### config.mk
export PLATFORM = sky130hd
export DESIGN_NAME = rice_core_lsu
export DESIGN_NICKNAME = d
export VERILOG_FILES = /design/src/rtl/rice_core_pkg.sv /design/src/rtl/rice_core_lsu_data_aligner.sv /design/src/rtl/rice_core_lsu.sv
export SDC_FILE = /design/constraint.sdc
export NUM_CORES = 1
export LEC_CHECK = 0
export ABC_CLOCK_PERIOD_IN_PS = 6200
export CAP_MARGIN = 20
export CELL_PAD_IN_SITES_DETAIL_PLACEMENT = 0
export CELL_PAD_IN_SITES_GLOBAL_PLACEMENT = 2
export CORE_ASPECT_RATIO = 0.7
export CORE_MARGIN = 2
export CORE_UTILIZATION = 26
export CTS_BUF_LIST = sky130_fd_sc_hd__clkbuf_8
export CTS_CLUSTER_DIAMETER = 150
export DETAILED_ROUTE_END_ITERATION = 16
export GPL_ROUTABILITY_DRIVEN = 0
export GPL_TIMING_DRIVEN = 0
export PLACE_DENSITY_LB_ADDON = 0.2
export SLEW_MARGIN = 20
export SYNTH_ARGS = -nofsm -noshare
export SYNTH_HDL_FRONTEND = slang
export SYNTH_SLANG_ARGS = --single-unit
### constraint.sdc
create_clock -name i_clk -period 6.2 [get_ports i_clk]
set_clock_uncertainty 0.1 [all_clocks]
set_input_delay 1.86 -clock i_clk [delete_from_list [all_inputs] [get_ports i_clk]]
set_output_delay 1.86 -clock i_clk [all_outputs]
set_load 0.005 [all_outputs]
### src/rtl/rice_core_pkg.sv
// rtl/rice_core_pkg.sv - rice core memory access, lsu error and lsu command types
package rice_core_pkg;

  typedef enum logic [1:0] {
    RICE_CORE_MEMORY_ACCESS_TYPE_NONE  = 2'b00,
    RICE_CORE_MEMORY_ACCESS_TYPE_STORE = 2'b01,
    RICE_CORE_MEMORY_ACCESS_TYPE_LOAD  = 2'b10
  } rice_core_memory_access_type;

  typedef enum logic [2:0] {
    RICE_CORE_MEMORY_ACCESS_MODE_B  = 3'b000,
    RICE_CORE_MEMORY_ACCESS_MODE_H  = 3'b001,
    RICE_CORE_MEMORY_ACCESS_MODE_W  = 3'b010,
    RICE_CORE_MEMORY_ACCESS_MODE_D  = 3'b011,
    RICE_CORE_MEMORY_ACCESS_MODE_BU = 3'b100,
    RICE_CORE_MEMORY_ACCESS_MODE_HU = 3'b101,
    RICE_CORE_MEMORY_ACCESS_MODE_WU = 3'b110
  } rice_core_memory_access_mode;

  typedef enum logic [1:0] {
    RICE_CORE_LSU_ERROR_NONE         = 2'b00,
    RICE_CORE_LSU_ERROR_MISALIGNED   = 2'b01,
    RICE_CORE_LSU_ERROR_BUS_ERROR    = 2'b10,
    RICE_CORE_LSU_ERROR_ILLEGAL_MODE = 2'b11
  } rice_core_lsu_error;

  localparam int RICE_CORE_LSU_MAX_XLEN          = 64;
  localparam int RICE_CORE_LSU_MAX_ADDRESS_WIDTH = 64;

  typedef struct packed {
    rice_core_memory_access_type access_type;
    rice_core_memory_access_mode access_mode;
  } rice_core_memory_access;

  // Widest supported fields; narrower configurations zero-extend into them.
  typedef struct packed {
    rice_core_memory_access                       access;
    logic [RICE_CORE_LSU_MAX_ADDRESS_WIDTH-1:0]   address;
    logic [RICE_CORE_LSU_MAX_XLEN-1:0]            store_data;
    logic [4:0]                                   rd;
  } rice_core_lsu_command;

  function automatic logic [3:0] rice_core_access_bytes(input logic [2:0] mode);
    case (mode)
      RICE_CORE_MEMORY_ACCESS_MODE_H, RICE_CORE_MEMORY_ACCESS_MODE_HU: return 4'd2;
      RICE_CORE_MEMORY_ACCESS_MODE_W, RICE_CORE_MEMORY_ACCESS_MODE_WU: return 4'd4;
      RICE_CORE_MEMORY_ACCESS_MODE_D:                                  return 4'd8;
      default:                                                         return 4'd1;
    endcase
  endfunction

endpackage

### src/rtl/rice_core_lsu_data_aligner.sv
// rtl/rice_core_lsu_data_aligner.sv - strobe, store lane replication, load extraction and mode checks
module rice_core_lsu_data_aligner
  import rice_core_pkg::*;
#(
  parameter int XLEN = 32
) (
  input  logic [2:0]        access_mode,
  input  logic [2:0]        address_low,
  input  logic [XLEN-1:0]   store_data,
  input  logic [XLEN-1:0]   read_data,
  output logic [XLEN/8-1:0] strobe,
  output logic [XLEN-1:0]   write_data,
  output logic [XLEN-1:0]   load_data,
  output logic              misaligned,
  output logic              illegal_mode
);

  localparam int NB = XLEN / 8;
  localparam int LW = $clog2(NB);

  rice_core_memory_access_mode mode;
  logic [LW-1:0]   lane;
  logic [3:0]      size_bytes;
  logic [NB-1:0]   base;
  logic [XLEN-1:0] shifted;
  logic [XLEN-1:0] left;
  logic [6:0]      pad;
  logic            sign_extend;

  always_comb begin
    mode       = rice_core_memory_access_mode'(access_mode);
    lane       = address_low[LW-1:0];
    size_bytes = rice_core_access_bytes(access_mode);

    case (mode)
      RICE_CORE_MEMORY_ACCESS_MODE_D,
      RICE_CORE_MEMORY_ACCESS_MODE_WU: illegal_mode = (XLEN == 32);
      RICE_CORE_MEMORY_ACCESS_MODE_B,
      RICE_CORE_MEMORY_ACCESS_MODE_H,
      RICE_CORE_MEMORY_ACCESS_MODE_W,
      RICE_CORE_MEMORY_ACCESS_MODE_BU,
      RICE_CORE_MEMORY_ACCESS_MODE_HU: illegal_mode = 1'b0;
      default:                         illegal_mode = 1'b1;
    endcase

    // size is a power of two, so size-1 masks the offset within the access
    misaligned = (address_low & (size_bytes[2:0] - 3'd1)) != 3'd0;

    for (int i = 0; i < NB; i++) begin
      base[i] = (4'(i) < size_bytes);
    end
    strobe = base << lane;

    case (mode)
      RICE_CORE_MEMORY_ACCESS_MODE_B,
      RICE_CORE_MEMORY_ACCESS_MODE_BU: write_data = {NB{store_data[7:0]}};
      RICE_CORE_MEMORY_ACCESS_MODE_H,
      RICE_CORE_MEMORY_ACCESS_MODE_HU: write_data = {(NB/2){store_data[15:0]}};
      RICE_CORE_MEMORY_ACCESS_MODE_W,
      RICE_CORE_MEMORY_ACCESS_MODE_WU: write_data = {(NB/4){store_data[31:0]}};
      default:                         write_data = store_data;
    endcase

    // Extract by pushing the field to the top, then shifting back down
    // arithmetically or logically.
    shifted     = read_data >> {lane, 3'b000};
    pad         = 7'(XLEN) - {size_bytes, 3'b000};
    left        = shifted << pad;
    sign_extend = (mode == RICE_CORE_MEMORY_ACCESS_MODE_B) ||
                  (mode == RICE_CORE_MEMORY_ACCESS_MODE_H) ||
                  (mode == RICE_CORE_MEMORY_ACCESS_MODE_W);
    if (illegal_mode) begin
      load_data = '0;
    end else if (mode == RICE_CORE_MEMORY_ACCESS_MODE_D) begin
      load_data = read_data;
    end else if (sign_extend) begin
      load_data = $signed(left) >>> pad;
    end else begin
      load_data = left >> pad;
    end
  end

endmodule

### src/rtl/rice_core_lsu.sv
// rtl/rice_core_lsu.sv - rice core load/store unit: command capture, bus request, response, result
module rice_core_lsu
  import rice_core_pkg::*;
#(
  parameter int XLEN          = 32,
  parameter int ADDRESS_WIDTH = 32
) (
  input  logic                     i_clk,
  input  logic                     i_rst,
  input  logic                     i_valid,
  output logic                     o_ready,
  input  logic [1:0]               i_access_type,
  input  logic [2:0]               i_access_mode,
  input  logic [ADDRESS_WIDTH-1:0] i_address,
  input  logic [XLEN-1:0]          i_store_data,
  input  logic [4:0]               i_rd,
  output logic                     o_bus_request_valid,
  input  logic                     i_bus_request_ready,
  output logic                     o_bus_write,
  output logic [ADDRESS_WIDTH-1:0] o_bus_address,
  output logic [XLEN/8-1:0]        o_bus_strobe,
  output logic [XLEN-1:0]          o_bus_write_data,
  input  logic                     i_bus_response_valid,
  input  logic [XLEN-1:0]          i_bus_response_data,
  input  logic                     i_bus_response_error,
  output logic                     o_result_valid,
  input  logic                     i_result_ready,
  output logic [XLEN-1:0]          o_result_data,
  output logic [4:0]               o_result_rd,
  output logic [1:0]               o_result_error
);

  localparam int LW = $clog2(XLEN / 8);

  typedef enum logic [1:0] {IDLE, REQUEST, WAIT_RESPONSE, RESULT} state_t;

  state_t               state;
  rice_core_lsu_command cmd_q;

  logic [2:0]        al_mode;
  logic [2:0]        al_address_low;
  logic [XLEN/8-1:0] al_strobe;
  logic [XLEN-1:0]   al_write_data;
  logic [XLEN-1:0]   al_load_data;
  logic              al_misaligned;
  logic              al_illegal_mode;
  logic              is_store;
  logic              is_load;
  logic              unused_cmd_bits;

  // The aligner checks the incoming command in IDLE and extracts load data
  // from the captured command afterwards.
  assign al_mode        = (state == IDLE) ? i_access_mode  : cmd_q.access.access_mode;
  assign al_address_low = (state == IDLE) ? i_address[2:0] : cmd_q.address[2:0];

  rice_core_lsu_data_aligner #(.XLEN(XLEN)) u_aligner (
    .access_mode  (al_mode),
    .address_low  (al_address_low),
    .store_data   (i_store_data),
    .read_data    (i_bus_response_data),
    .strobe       (al_strobe),
    .write_data   (al_write_data),
    .load_data    (al_load_data),
    .misaligned   (al_misaligned),
    .illegal_mode (al_illegal_mode)
  );

  assign is_store = (i_access_type == RICE_CORE_MEMORY_ACCESS_TYPE_STORE);
  assign is_load  = (i_access_type == RICE_CORE_MEMORY_ACCESS_TYPE_LOAD);

  assign o_ready             = (state == IDLE);
  assign o_bus_request_valid = (state == REQUEST);
  assign o_result_valid      = (state == RESULT);

  assign unused_cmd_bits = ^{cmd_q.address, cmd_q.store_data, cmd_q.rd};

  always_ff @(posedge i_clk or posedge i_rst) begin
    if (i_rst) begin
      state            <= IDLE;
      cmd_q            <= '0;
      o_bus_write      <= 1'b0;
      o_bus_address    <= '0;
      o_bus_strobe     <= '0;
      o_bus_write_data <= '0;
      o_result_data    <= '0;
      o_result_rd      <= '0;
      o_result_error   <= RICE_CORE_LSU_ERROR_NONE;
    end else begin
      case (state)
        IDLE: begin
          if (i_valid) begin
            cmd_q.access.access_type <= rice_core_memory_access_type'(i_access_type);
            cmd_q.access.access_mode <= rice_core_memory_access_mode'(i_access_mode);
            cmd_q.address            <= RICE_CORE_LSU_MAX_ADDRESS_WIDTH'(i_address);
            cmd_q.store_data         <= RICE_CORE_LSU_MAX_XLEN'(i_store_data);
            cmd_q.rd                 <= i_rd;
            o_result_rd              <= i_rd;
            o_result_data            <= '0;
            o_result_error           <= RICE_CORE_LSU_ERROR_NONE;
            if (al_illegal_mode) begin
              o_result_error <= RICE_CORE_LSU_ERROR_ILLEGAL_MODE;
              state          <= RESULT;
            end else if (al_misaligned) begin
              o_result_error <= RICE_CORE_LSU_ERROR_MISALIGNED;
              state          <= RESULT;
            end else if (is_store || is_load) begin
              o_bus_write      <= is_store;
              o_bus_address    <= {i_address[ADDRESS_WIDTH-1:LW], {LW{1'b0}}};
              o_bus_strobe     <= is_store ? al_strobe : '1;
              o_bus_write_data <= al_write_data;
              state            <= REQUEST;
            end else begin
              state <= RESULT;
            end
          end
        end
        REQUEST: begin
          if (i_bus_request_ready) state <= WAIT_RESPONSE;
        end
        WAIT_RESPONSE: begin
          if (i_bus_response_valid) begin
            state <= RESULT;
            if (i_bus_response_error) begin
              o_result_error <= RICE_CORE_LSU_ERROR_BUS_ERROR;
              o_result_data  <= '0;
            end else if (cmd_q.access.access_type == RICE_CORE_MEMORY_ACCESS_TYPE_LOAD) begin
              o_result_data <= al_load_data;
            end else begin
              o_result_data <= '0;
            end
          end
        end
        RESULT: begin
          if (i_result_ready) state <= IDLE;
        end
        default: state <= IDLE;
      endcase
    end
  end

endmodule

==> impl_summary.md <==
Setup path
In this run the worst path has a maximum fanout of 10. The worst setup path is of the input pin to flip-flop kind. The worst setup path is launched from an input pin. The worst setup slack for register-to-register paths is a little over 3 ns. The worst flop-to-flop path endpoint is o_bus_write_data[0]$_DFFE_PP0P_. The required time at the worst-slack endpoint is 6.43 ns. The worst register-to-register path begins at state[0]$_DFFE_PP0P_. The worst setup path is captured at a flip-flop. Data on the critical path arrives at its endpoint at ~4.3 ns. The number of cells on the worst reg-to-reg path is 11.

Yosys
The share of the yosys chip area belonging to registers is 0.495. After synthesis, the netlist uses just under 60 different library cells. The share of async-settable or async-resettable flops after synthesis is 1.00. The number of enable-type register cells in the synthesized netlist is 0. The mean area per synthesized cell is 9.07 um2. Synthesis produced between 600 and 700 cells.

The flip-flop cell with the highest count after synthesis is dfrtp_1. The cell taking the most area after synthesis is dfrtp_1. The count of warnings emitted by yosys is 0.

In this run, synthesis produced a sequential element count of 115. The fraction of post-synthesis cell area in the top cell type by area is 0.495. Ranked by total cell area, the synthesized netlist is headed by dfrtp_1 (49%), nand2_1 (15%), mux2i_1 (4.8%). The post-synth design cell area is 5810 um2.

Clock network
The clock latency of the later-clocked register in the worst-skew pair is roughly 0.43 ns. The number of buffers inserted during clock tree synthesis is 17. The clock passes through at most 2 buffers.

After clock tree synthesis, the flow added hold-fix buffers numbering 0. The post-cts gate resize count is 0. The tree is rooted in a clkbuf_8. The buffers inserted during post-CTS setup optimization is 0. Clock-pin slew was measured on the worst setup and hold paths at 0.07 ns. TritonCTS built the clock tree. Clock tree synthesis found a total of between 100 and 150 sinks.

The number of H-tree branching levels is 4.

Timing
Setup repair after global routing left no endpoint under its margin. The final critical delay including setup and external delays is between 4 and 5 ns. Of the available clock period, the critical path in the final layout requires 0.662. The minimum setup slack in the final design is 2.09 ns.

The number of max-slew violations in the final report is 0. For this run, the top clock speed supported by timing is ~240 MHz. The actual slew at the worst max-slew pin is about 0.82 ns.

The count of endpoints failing setup in the final report is 0. Measured against its own limit, the worst slew margin works out to 0.448. The hold violation count in the final report came to 0.

Floorplanning
The total die area is roughly 24000 um2. Measured along the x axis, the die boundary spans around 180 um. The initial utilization of the core area, before any placement, comes to 0.267. The floorplan has 45 rows. The placeable core region is around 22000 um2.

The die extent in y is 129 um. During I/O placement, the number of pins put on the boundary was 224.

GRT
In the global route stage, met1 resource usage came out at 0.277. The number of global-route vias before repair came to approximately 5800. The peak-usage layer in the global routing report is met1. For this run, the total global-route usage over all layers was measured as 0.187.

The met3 usage is 0.0495. The number of antenna violations at the first check in global routing was 0. After global routing the overflow that remains totals 0. The pin count of the biggest net entering global routing is 63.

The global-route wire length before repair is between 30000 and 40000 um. For met2 alone, demand over resource in global routing was 0.270.

Placement
The HPWL after detailed placement is about 17000 um. Buffers placed on the I/O ports in this run total between 200 and 250. At the placement stage, the worst setup path has a slack of around 1.7 ns.

Power
The total design power is approximately 0.0042 W. The maximum vdd ir drop is between 150 and 200 uV. Summed over all cells, the static leakage comes to 3.92 nW. In this run the power density over the cells is 480 nW/um2.

Drt
The mean routed wirelength per cell is roughly 18 um. The number of design rule violations left after detail routing is 0. The via count of the routed design is between 5000 and 6000.

For this block, the routed nets add up to approximately 22000 um of wire. The number of DRC markers in iteration 0 is 290. In this run the remaining antenna-violating nets after routing total 0. Dividing the detail-routed via count by the number of cells gives roughly 4.8. The number of detailed-routing iterations run before antenna repair is 4.

Cells and area
The count of inserted antenna diode cells is 0. The area added between synthesis and finish is 51.7%. Of the cells placed in the final design, the portion with a size suffix greater than 1 is 0.0996. The final core utilization is 0.405. For this run, the post-layout net count is 999.

Hold path
The worst hold path stage count is 2. The hold-critical path endpoint is o_bus_write_data[7]$_DFFE_PP0P_. The startpoint identified for the worst hold timing path is o_bus_write_data[7]$_DFFE_PP0P_.

The worst hold path belongs to the class flip-flop to flip-flop.

Job
The max-cap violation count is 0.

Status
The flow ran to the end, and the final reports show no timing, DRC or antenna violations.
## logic make-up (layout without fill, tap and decap cells)
group	after synthesis	count (layout)	synth area share
and+or+nand+nor	282	282	0.198
xor gates and xnor gates	2	2	0.00301
adders and majority gates	5	5	0.0108
muxes	51	51	0.0996
buffers and inverters	50	302	0.0428
other	1	2	0.000645
DFF	115	115	0.495
AOI/OAI and AO/OA	135	135	0.150
## synthesized netlist by cell type, types with 3 or more instances
cell and number:
nand2_1 229, dfrtp_1 115, o21ai_1 43, a21oi_1 32, mux2i_1 28, nor2_1 21
clkbuf_1 18, mux2_2 18, buf_2 13, o21ai_0 10, inv_1 9, nand3_1 9
a22o_1 8, a221o_1 7, a22oi_1 6, buf_4 6, ha_1 5, a31oi_1 4
nand2b_1 4, o22ai_1 4, buf_6 3
## registers in the layout (all words and copies together), names as in the netlist
register	flops
o_bus_write_data	32
o_bus_strobe	4
o_result_data	32
o_bus_write	1
cmd_q	7
o_bus_address	30
state	2
o_result_error	2
o_result_rd	5
## placed cells by master (no fill, tap or decap), types with 18 or more instances in the layout
master | synthesis | layout
a21oi_1 | 32 | 32
nor2_1 | 21 | 21
dfrtp_1 | 115 | 115
mux2_2 | 18 | 18
o21ai_1 | 43 | 43
clkbuf_1 | 18 | 18
mux2i_1 | 28 | 28
clkbuf_8 | 0 | 18
clkdlybuf4s50_1 | 0 | 219
nand2_1 | 229 | 229
## routing by layer
metal | vias to the layer above | share of wire
met5 | - | 0
met4 | 0 | 0.0095
met1 | 2725 | 0.50
li1 | 2674 | -
met3 | 17 | 0.069
met2 | 190 | 0.42
## worst max path at each step
stage / from / to / slack (ns) / cells after the start
after floorplan: i_rst / cmd_q[133]$_DFFE_PP0P_ / 1.20 / 1
after global placement: i_rst / cmd_q[70]$_DFFE_PP0P_ / -0.77 / 2
after detailed placement: i_access_mode[2] / o_bus_address[9]$_DFFE_PP0P_ / 1.67 / 9
after CTS: i_access_mode[2] / o_bus_address[5]$_DFFE_PP0P_ / 2.16 / 9
after global routing: i_access_mode[2] / o_bus_address[15]$_DFFE_PP0P_ / 1.94 / 9
final: i_access_mode[2] / o_bus_write_data[0]$_DFFE_PP0P_ / 2.09 / 9
## final cells by class
| class | instances | area, um2 |
|---|---|---|
| fill | 2180 | 13000 |
| tap | 282 | 353 |
| multi-input combinational | 477 | 2690 |
| inverter | 10 | 42.5 |
| clock inverter | 14 | 178 |
| buffer | 40 | 211 |
| clock buffer | 18 | 248 |
| timing repair buffer | 220 | 2220 |
| sequential | 115 | 2880 |
## stage by stage
step	hold slack, ns	instance area [um2]	std cells	setup TNS [ns]
6_report	0.379	8820	1176	0
5_1_grt	0.410	8820	1176	0
4_1_cts	0.380	8820	1176	0
3_5_place_dp	0.362	8400	1144	0
3_3_place_gp	0.360	8360	1143	-86.86
2_1_floorplan	0.350	5820	642	0
## worst max-delay path, cell delays in order
cell and delay [ns]:
clkdlybuf4s50_1 0.53, mux2i_2 0.42, nand4_1 0.21, a21oi_1 0.31, nand3_1 0.33, buf_2 0.32
buf_2 0.21, nand2_1 0.09, nand2_1 0.05
## report_power, final
group,internal [W],total [W],switching (W)
registers,0.00103,0.00120,0.000174
logic,0.00105,0.00228,0.00123
clock network,0.000413,0.000758,0.000346
Power figures use the tool's default switching activity.
